--- config.mk ---
export PLATFORM = sky130hd
export DESIGN_NAME = accum16
export DESIGN_NICKNAME = d
export VERILOG_FILES = /design/src/rtl/accum16_pkg.sv /design/src/rtl/adder16.sv /design/src/rtl/accum16.sv
export SDC_FILE = /design/constraint.sdc
export NUM_CORES = 1
export LEC_CHECK = 0
export BUFFER_PORTS_ARGS = -buffer_cell sky130_fd_sc_hd__buf_2
export CORE_MARGIN = 2
export CORE_UTILIZATION = 54
export DETAILED_ROUTE_END_ITERATION = 8
export GPL_TIMING_DRIVEN = 0
export PLACE_DENSITY = 0.8
export SLEW_MARGIN = 5
export SYNTH_ARGS = -nofsm -noshare
export SYNTH_HDL_FRONTEND = slang
export SYNTH_HIERARCHICAL = 1
export SYNTH_SLANG_ARGS = --single-unit
--- constraint.sdc ---
create_clock -name clk -period 10.3 [get_ports clk]
set_input_delay 1.545 -clock clk [delete_from_list [all_inputs] [get_ports clk]]
set_output_delay 1.545 -clock clk [all_outputs]
set_load 0.02 [all_outputs]
--- src/rtl/accum16_pkg.sv ---
// Shared constants and the FSM state type for the accum16 accumulator slice.
package accum16_pkg;

  localparam int DATA_W = 16;

  typedef enum logic [1:0] {
    S_IDLE  = 2'd0,
    S_ACCUM = 2'd1,
    S_DONE  = 2'd2
  } state_t;

endpackage

--- src/rtl/adder16.sv ---
// Team 16-bit ripple-carry adder; no carry-in and no carry-out port.
module adder16
  import accum16_pkg::*;
(
  input  logic [DATA_W-1:0] a,
  input  logic [DATA_W-1:0] b,
  output logic [DATA_W-1:0] sum
);

  logic [DATA_W-1:0] c;

  assign c[0] = 1'b0;

  // The carry out of the top bit is never produced, which keeps the chain free of dangling nets.
  for (genvar i = 0; i < DATA_W; i++) begin : g_bit
    assign sum[i] = a[i] ^ b[i] ^ c[i];
    if (i < DATA_W - 1) begin : g_carry
      assign c[i+1] = (a[i] & b[i]) | (a[i] & c[i]) | (b[i] & c[i]);
    end
  end

endmodule

--- src/rtl/accum16.sv ---
// Accumulates a programmed-length stream of 16-bit operands through adder16.
// Returns the wrapped total and a sticky unsigned-overflow flag over a valid/ready handshake.
module accum16
  import accum16_pkg::*;
#(
  parameter int LEN_W = 8
) (
  input  logic              clk,
  input  logic              rst_n,
  input  logic              start,
  input  logic [LEN_W-1:0]  len,
  input  logic              in_valid,
  output logic              in_ready,
  input  logic [DATA_W-1:0] in_data,
  output logic              out_valid,
  input  logic              out_ready,
  output logic [DATA_W-1:0] out_sum,
  output logic              out_ovf,
  output logic              busy
);

  state_t            state;
  state_t            state_nxt;
  logic [DATA_W-1:0] acc;
  logic [DATA_W-1:0] sum;
  logic              ovf;
  logic [LEN_W-1:0]  remaining;
  logic              beat;
  logic              carry;
  logic              last_beat;

  adder16 u_add (
    .a   (acc),
    .b   (in_data),
    .sum (sum)
  );

  assign beat      = in_valid & in_ready;
  // The adder has no carry-out, so a wrap is detected by the result falling below the old total.
  assign carry     = (sum < acc);
  assign last_beat = beat && (remaining == LEN_W'(1));

  assign in_ready  = (state == S_ACCUM);
  assign out_valid = (state == S_DONE);
  assign busy      = (state != S_IDLE);
  assign out_sum   = out_valid ? acc : '0;
  assign out_ovf   = out_valid & ovf;

  always_comb begin
    state_nxt = state;
    case (state)
      S_IDLE: begin
        if (start) begin
          state_nxt = (len == '0) ? S_DONE : S_ACCUM;
        end
      end
      S_ACCUM: begin
        if (last_beat) begin
          state_nxt = S_DONE;
        end
      end
      S_DONE: begin
        if (out_ready) begin
          state_nxt = S_IDLE;
        end
      end
      default: state_nxt = S_IDLE;
    endcase
  end

  always_ff @(posedge clk or negedge rst_n) begin
    if (!rst_n) begin
      state <= S_IDLE;
    end else begin
      state <= state_nxt;
    end
  end

  always_ff @(posedge clk or negedge rst_n) begin
    if (!rst_n) begin
      acc       <= '0;
      ovf       <= 1'b0;
      remaining <= '0;
    end else if ((state == S_IDLE) && start) begin
      acc       <= '0;
      ovf       <= 1'b0;
      remaining <= len;
    end else if (beat) begin
      acc       <= sum;
      ovf       <= ovf | carry;
      remaining <= remaining - LEN_W'(1);
    end
  end

endmodule

## Word level (Yosys, flattened, before mapping)

Cells that the tools add are included.

| word-level totals | value |
|---|---|
| bits in registers | 27 |
| bits in latches | 0 |
| bits in writable memories | 0 |
| bits in read-only memories | 0 |
| input port bits | 29 |
| output and inout port bits | 20 |
| memories | 0 |

| cells by class | value |
|---|---|
| add/sub/neg operators | 1 |
| multipliers | 0 |
| divide/modulo/power cells | 0 |
| order comparisons | 1 |
| eq/ne operators | 6 |
| shift-type cells | 0 |
| muxes and demuxes | 12 |
| bitwise operators | 105 |
| reductions and logical operators | 7 |

Operators with widths:

| cell | count |
|---|---|
| $mux W16 | 3 |
| $and A1 B1 Y1 | 45 |
| $xor A1 B1 Y1 | 31 |
| $or A1 B1 Y1 | 29 |
| $lt A16 B16 Y1 | 1 |
| $mux W8 | 2 |
| $eq A8 B1 Y1 const B | 1 |
| $logic_not A8 Y1 | 1 |
| $mux W2 | 4 |
| $sub A8 B1 Y8 const B | 1 |
| $pmux W2 S3 | 1 |
| $ne A2 B1 Y1 const B | 2 |
| $reduce_bool A2 Y1 | 2 |
| $reduce_and A3 Y1 | 1 |
| $eq A2 B1 Y1 const B | 1 |
| $eq A2 B2 Y1 const B | 1 |
| $logic_and A1 B1 Y1 | 2 |
| $logic_not A2 Y1 | 1 |
| $mux W1 | 2 |
| $ne A2 B2 Y1 const B | 1 |

## Depth between registers and ports, before layout

Gate-level depths: netlist of run 1.

| depth | value |
|---|---|
| depth after elaboration | 48 |
| gate-level depth with buffers | 21 |
| depth with buffers taken out | 21 |

## By module

Netlist of run 1, hierarchy kept.

Modules (own cells, without submodules):

| module | times used | cells an instance | area each (um^2) | sequential area each (um^2) |
|---|---|---|---|---|
| accum16 | 1 | 181 | 1717.9 | 675.6 |
| adder16 | 1 | 16 | 316.6 | 0.0 |

## Least setup slack after synthesis of run 1

No wires, ideal clock.

| timing path | value |
|---|---|
| path kind | input to register |
| start point | input port in_data[0] |
| end point | register ovf |
| library setup time | 0.129 ns |
| arrival | 8.460 ns |
| data required time | 10.171 ns |
| path slack | 1.711 ns |
| stages on the path | 21 |
| cell sequence | ha_1 -> fa_1 -> fa_1 -> fa_1 -> fa_1 -> fa_1 -> fa_1 -> fa_1 -> fa_1 -> fa_1 -> fa_1 -> fa_1 -> fa_1 -> fa_1 -> fa_1 -> xor3_1 -> ha_1 -> nand4_1 -> or2_2 -> nor4_1 -> o41ai_1 |

| on the way | value |
|---|---|
| longest elaborated chain between the ends | 48 |
| elaborated cells on any way between the ends | 77 |
| classes of those cells | order compare (1); mux (2); bitwise (74) |

RTL lines:

| element | RTL line | RTL |
|---|---|---|
| from (decl) | accum16.sv:14 | `input logic [DATA_W-1:0] in_data,` |
| $and A1 B1 Y1 * | adder16.sv:18 | `assign c[i+1] = (a[i] & b[i]) \| (a[i] & c[i]) \| (b[i] & c[i]);` |
| $and A1 B1 Y1 | adder16.sv:18 |  |
| $or A1 B1 Y1 | adder16.sv:18 |  |
| $or A1 B1 Y1 * | adder16.sv:18 |  |
| $and A1 B1 Y1 | adder16.sv:18 |  |
| $or A1 B1 Y1 | adder16.sv:18 |  |
| $or A1 B1 Y1 * | adder16.sv:18 |  |
| $and A1 B1 Y1 | adder16.sv:18 |  |
| [... 33 more ...] | -- |  |
| $or A1 B1 Y1 | adder16.sv:18 |  |
| $or A1 B1 Y1 * | adder16.sv:18 |  |
| $xor A1 B1 Y1 * | adder16.sv:16 | `assign sum[i] = a[i] ^ b[i] ^ c[i];` |
| net sum[15] | accum16.sv:25 | `logic [DATA_W-1:0] sum;` |
| $lt A16 B16 Y1 * | accum16.sv:40 | `assign carry = (sum < acc);` |
| $or A1 B1 Y1 * | accum16.sv:90 | `ovf <= ovf \| carry;` |
| $mux W1 * | accum16.sv:88 | `end else if (beat) begin` |
| $mux W1 * | accum16.sv:84 | `end else if ((state == S_IDLE) && start) begin` |
| to (signal assigned) | accum16.sv:90 |  |
| to (decl) | accum16.sv:26 | `logic ovf;` |

The timed path passes the listed nets; every way through them passes the cells marked *. The select of a mux whose other input is x is not followed.
A chain may end at the register's enable or synchronous reset.

## Worst setup path in the final report of run 1

Same ends and word-level chain as after synthesis.

==> metrics.md, run 1 <==
| Metric | Value |
|---|---|
| Status | `finished clean` |
| Slowest cell on the critical path | `xor3_1` |
| Vias per cell | `5.559` |
| Register area share after synthesis | `33.21%` |
| Power per cell area | `298.9 nW/um^2` |
| Fin nets | `around 310` |
| Total Routing Usage GR | `about a fifth` |
| Worst setup margin | `1514 ps` |
| CTS-repair resized insts | `0` |
| Fmax | `113.8 MHz` |
| Gpl congestion | `around 0.88` |
| Die ar. | `between 4000 and 5000 sq um` |
| Synth area leaders | `dfrtp_1, fa_1, ha_1` |
| Post-synth cell types | `39` |
| Initial Util | `a little under three fifths` |
| Cells after Synth | `197` |
| Multi-input combinational cell area | `1250 sq um` |
| Clock Sinks | `27` |
| Worst-margin pin slew | `646.1 ps` |
| # setup viols final | `0` |
| Worst clock skew | `7.914 ps` |
| Synth Register Bits | `27` |
| Startpoint class of the critical path | `input port` |
| Antenna cells | `0` |
| Req. time, crit path | `10,460 ps` |
| Final HPWL DP | `3.225 mm` |
| Post-route setup TNS | `0 ps` |
| Final WL | `between 4 and 5 mm` |
| CP startpoint | `in_data[0]` |
| Worst-case clock buffer depth | `2` |
| CORE AREA | `3633 sq um` |
| Cell mode on critical path | `fa_1` |
| Post-Layout Cell Count | `a little under 300` |
| Int Pwr | `390.6 uW` |
| Worst-path clk slew | `approximately 90 ps` |
| Nature of the critical path endpoint | `register` |
| Commonest non-fill, non-tap cell in the layout | `buf_2` |
| Slew Limit Fails | `0` |
| Fillers | `316` |
| Period utilization | `roughly 85%` |
| Initial antenna violation count | `0` |
| Path category of the worst min-delay check | `reg -> reg` |
| Vias in the first global route | `about 1,600` |
| Port Buffers | `48` |
| Crit-path max cell delay | `~420 ps` |
| P&R area growth vs syn | `17.04%` |
| R2r startpoint | `acc[0]` |
| Final Cell Area | `2381 sq um` |
| Rows | `22` |
| Cts bufs inserted | `3` |
| Worst-skew pair later-pin latency | `270 ps` |
| CP Buf/Inv Count | `1` |
| Hold Vio Cnt, Final | `0` |
| Pin count of the biggest net entering global routing | `28` |
| YS warnings | `6` |
| Max transition margin | `between 50% and 60%` |
| Drt first pass iters | `4` |
| Seq. cell area | `675.6 sq um` |
| DR DRC count | `0` |
| Yosys top cell by area | `dfrtp_1` |
| Peak supply drop | `~0.00015 V` |
| Avg Cell Area, Syn | `10.33 sq um` |
| Max H-tree Level | `1` |
| Most frequent cells in the layout | `buf_2, dfrtp_1, inv_1` |
| Leak Pwr | `0.001191 uW` |
| Max-cap violations | `0` |
| Share of the synthesized area in the top cell type | `33.21%` |
| Via count | `1,651` |
| Synthesized net count | `258` |
| Crit path max fanout | `3` |
| First-pass GRT wire length | `7.065 mm` |
| Placed inst area | `roughly 2300 sq um` |
| Unrepaired setup endpoints after global routing | `no` |
| CTS tree | `yes` |
| Crit-path cells | `buf_2, ha_1, fa_1, fa_1, fa_1, fa_1, fa_1, fa_1, fa_1, fa_1, fa_1, fa_1, fa_1, fa_1, fa_1, fa_1, xor3_1, ha_1, nand4_1, or2_2, nor4_1, o41ai_1` |
| Sequential power share | `about 29%` |
| Min cycle time layout | `8786 ps` |
| Die W | `65.38 um` |
| Root Buffer | `clkbuf_8` |
| Placed insts | `293` |
| Gr ovfl total | `0` |
| Die Span Y | `approximately 65 um` |
| Comb pwr share | `62.9%` |
| Switching power total | `321.1 uW` |
| Clock network fraction of design power | `8.4%` |
| Min-Delay Startpoint | `ovf` |
| I/O pin count | `49` |
| Routed WL per cell | `13.55 um` |
| Synth Cell Area | `2034 sq um` |
| Switching Fraction | `45.11%` |
| Placement Setup Slack | `1187 ps` |
| ANT nets after route | `0` |
| Setup CP Type | `in -> reg` |
| Post-CTS Repair Setup Buffers | `0` |
| Family with the most delay on the worst path | `adder cells` |
| Layout Utilization | `65.53%` |
| Share of cells above drive strength 1 | `between 20% and 30%` |
| Detailed Route Iter0 Violations | `74` |
| # hold bufs at CTS | `0` |
| Worst EP arrival | `8950 ps` |
-- routing by layer --
metal	vias up	global-route usage, %	wire [um]	share of wire, %
met1	799	29.25	1901	47
met3	4	3.767	159	4.0
li1	809	-	-	-
met5	-	0	0	0
met4	0	4.948	52	1.3
met2	39	34.82	1910	47
-- per-stage QoR --
step	power, uW	hold slack (ps)
5_1_grt	793.2	520.2
2_1_floorplan	540.7	434.9
4_1_cts	716.8	488.0
3_3_place_gp	636.1	451.8
3_5_place_dp	653.9	465.4
6_report	711.7	483.1
-- worst reg2reg max path: cells and delay by family (launching register included) --
kind,cells,cell delay (ps)
flops,1,410
fa+ha+maj,16,6090
compound gates,1,110
xor+xnor,1,420
simple gates,3,730
-- logic make-up (layout without fill, tap and decap cells) --
| family | after synthesis | after routing | share of synthesized area (%) |
|---|---|---|---|
| AND/OR/NAND/NOR | 63 | 63 | 17.28 |
| buffers and inverters | 26 | 78 | 5.350 |
| flip-flops | 27 | 27 | 33.21 |
| XOR/XNOR | 1 | 1 | 1.168 |
| AO/OA/AOI/OAI | 48 | 48 | 18.14 |
| adder cells (fa/ha/maj) | 32 | 32 | 24.85 |
-- Yosys cell counts (all sizes together) --
library cell,n
dfrtp,27
inv,19
ha,18
and2,17
a22o,16
fa,14
nand2,13
nor2,11
a21oi,10
o211ai,5
buf,4
nand3,4
o21ai,4
clkbuf,3
nand4,3
nor4,3
o311ai,3
a21o,2
a221o,2
nor2b,2
nor3,2
or2,2
or4,2
a2111oi,1
a211o,1
a31oi,1
and3b,1
nand2b,1
nand3b,1
nor3b,1
o21a,1
o31ai,1
o41ai,1
xor3,1
-- registers in the layout, indices dropped and copies added, names as in the netlist --
signal,cells
remaining,8
ovf,1
state,2
acc,16
-- final timing paths --
path | end | slack, ps | cells after the start
max | ovf | 1510 | 22
min | ovf | 480 | 2
max reg2reg | ovf | 2440 | 21
min reg2reg | ovf | 480 | 2
max in group asynchronous | acc[2] | 8640 | 1
min in group asynchronous | acc[9] | 1260 | 1
-- power groups by stage --
stage               logic (uW)  clock network [uW]  registers (uW)
finish                     448                59.8             204
global route               513                66.5             214
CTS                        451                61.3             205
detailed placement         448                   0             206
global placement           433                   0             203
floorplan                  347                   0             194
-- layout make-up --
| cell class | instances | share of cell area (%) |
|---|---|---|
| Tap cell | 48 | 2.522 |
| Timing Repair Buffer | 48 | 10.09 |
| Buffer | 7 | 1.576 |
| Multi-Input combinational cell | 144 | 52.50 |
| Sequential cell | 27 | 28.38 |
| Clock inverter | 1 | 0.2102 |
| Clock buffer | 3 | 1.734 |
| Inverter | 19 | 2.995 |
Note: power is estimated with default switching activity, not from simulation.
==> run 2, diff against run 1 <==
--- a/config.mk
+++ b/config.mk
@@ -6,11 +6,13 @@
 export NUM_CORES = 1
 export LEC_CHECK = 0
 export BUFFER_PORTS_ARGS = -buffer_cell sky130_fd_sc_hd__buf_2
+export CELL_PAD_IN_SITES_DETAIL_PLACEMENT = 1
+export CELL_PAD_IN_SITES_GLOBAL_PLACEMENT = 1
 export CORE_MARGIN = 2
-export CORE_UTILIZATION = 54
+export CORE_UTILIZATION = 41
 export DETAILED_ROUTE_END_ITERATION = 8
 export GPL_TIMING_DRIVEN = 0
-export PLACE_DENSITY = 0.8
+export PLACE_DENSITY_LB_ADDON = 0.1
 export SLEW_MARGIN = 5
 export SYNTH_ARGS = -nofsm -noshare
 export SYNTH_HDL_FRONTEND = slang
==> metrics.md, run 2 (synthesis results as in run 1) <==
| Metric | Value |
|---|---|
| Worst-case clock buffer depth | `2` |
| Final WL | `about 4.6 mm` |
| Worst clock skew | `8.152 ps` |
| Grt peak-use layer | `met2` |
| Hold Vio Cnt, Final | `0` |
| GR met3 Demand/Resource | `3.388%` |
| Worst-skew pair later-pin latency | `280 ps` |
| Period utilization | `~85%` |
| Gpl congestion | `between 0.7 and 0.8` |
| Worst-margin pin slew | `approximately 630 ps` |
| Min cycle time layout | `8761 ps` |
| Detailed Route Iter0 Violations | `52` |
| Worst EP arrival | `8940 ps` |
| Clock Sinks | `27` |
| Switching Fraction | `45.91%` |
| Leak Pwr | `0.001188 uW` |
| Top flop regs | `acc x16, remaining x8, state x2` |
| Worst-path clk slew | `110 ps` |
| Req. time, crit path | `10,470 ps` |
| Comb pwr share | `62.8%` |
| CTS-repair resized insts | `0` |
| P&R area growth vs syn | `18.33%` |
| Post-route setup TNS | `0 ps` |
| I/O pin count | `49` |
| # hold bufs at CTS | `0` |
| Startpoint class of the critical path | `input port` |
| CTS tree | `yes` |
| Switching power total | `332.3 uW` |
| Routed WL per cell | `14.40 um` |
| Port Buffers | `48` |
| Path category of the worst min-delay check | `reg -> reg` |
| Antenna cells | `0` |
| Nature of the critical path endpoint | `register` |
| Share of cells above drive strength 1 | `24.90%` |
| Min-Delay Startpoint | `ovf` |
| Slew Limit Fails | `0` |
| Max transition margin | `58.12%` |
| Total Routing Usage GR | `about a fifth` |
| DR DRC count | `0` |
| Rows | `25` |
| Max-cap violations | `0` |
| # setup viols final | `0` |
| Cts bufs inserted | `3` |
| Post-CTS Repair Setup Buffers | `0` |
| Drt first pass iters | `4` |
| Commonest non-fill, non-tap cell in the layout | `buf_2` |
| Via count | `1,643` |
| R2r startpoint | `acc[0]` |
| Die ar. | `5541 sq um` |
| Fillers | `572` |
| Initial antenna violation count | `0` |
| Final HPWL DP | `3.608 mm` |
| Sequential power share | `between 20 and 30%` |
| Seq. cell area | `675.6 sq um` |
| Fmax | `114.1 MHz` |
| Met2 usage | `31.07%` |
| Unrepaired setup endpoints after global routing | `no` |
| First-pass GRT wire length | `8.107 mm` |
| Peak supply drop | `~0.00014 V` |
| Power per cell area | `300.7 nW/um^2` |
| Crit path max fanout | `3` |
| Vias in the first global route | `between 1,500 and 2,000` |
| Max H-tree Level | `1` |
| Die Span Y | `74.44 um` |
| Final Cell Area | `around 2400 sq um` |
| ANT nets after route | `0` |
| Gr ovfl total | `0` |
| CP startpoint | `in_data[0]` |
| Root Buffer | `clkbuf_8` |
| Most frequent cells in the layout | `buf_2, dfrtp_1, inv_1` |
| Grt met1 use | `26.98%` |
| CORE AREA | `4755 sq um` |
| Vias per cell | `5.199` |
| Biggest register | `acc` |
| Die W | `74.44 um` |
| Status | `finished clean` |
| Max reg flops | `16` |
| Tot Pwr | `724.0 uW` |
| Pin count of the biggest net entering global routing | `28` |
| Setup CP Type | `in -> reg` |
| Clock network fraction of design power | `under 10%` |
| Placed inst area | `2359 sq um` |
| Multi-input combinational cell area | `~1200 sq um` |
| Fin nets | `311` |
| Initial Util | `42.79%` |
| Int Pwr | `391.6 uW` |
==> run 2: final timing paths <==
path                            slack [ps]  cells past startpoint           end
worst max-delay path                  1540                     22           ovf
worst min-delay path                   500                      2           ovf
worst max register to register        2440                     21           ovf
worst min register to register         500                      2           ovf
max in group asynchronous             8620                      1  remaining[7]
min in group asynchronous             1260                      1        acc[4]
==> run 2: cell type report <==
| cell class | instances | share of cell area [%] |
|---|---|---|
| repair buffers | 48 | 9.979 |
| flip-flops and latches | 27 | 28.07 |
| inverters | 19 | 2.963 |
| well taps | 67 | 3.482 |
| clock inverters | 1 | 0.3119 |
| clock buffers | 3 | 1.715 |
| plain buffers | 7 | 1.559 |
| multi-input cells | 144 | 51.92 |
==> run 2: metal layers <==
metal  wire length [um]  vias to the layer above
met4                 24                        0
met1               2232                      811
met5                  0                        -
met2               2144                       27
met3                149                        4
li1                   -                      801
==> run 2: critical path, cell delays in order <==
cell and delay, ps:
buf_2 100, ha_1 180, fa_1 380, fa_1 400, fa_1 390, fa_1 390
fa_1 390, fa_1 390, fa_1 380, fa_1 380, fa_1 390, fa_1 400
fa_1 400, fa_1 400, fa_1 390, fa_1 390, xor3_1 420, ha_1 340
nand4_1 120, or2_2 330, nor4_1 310, o41ai_1 120
==> run 2: per-stage QoR <==
step                      utilization, %  cells  worst slack [ps]  hold WS, ps
after global placement             49.61    312              1211        458.8
final                              50.63    316              1539        497.1
after detailed placement           49.61    312              1190        476.2
after CTS                          50.63    316              1519        507.8
after floorplan                        -    197              1711        434.9
after global routing               50.63    316              1308        531.6
==> run 2: power by group through the flow <==
stage	registers (uW)	logic, uW	clock network [uW]
after global placement	205	449	0
after global routing	216	524	71.0
final	204	455	65.0
after floorplan	194	347	0
after detailed placement	207	459	0
after CTS	205	464	67.5
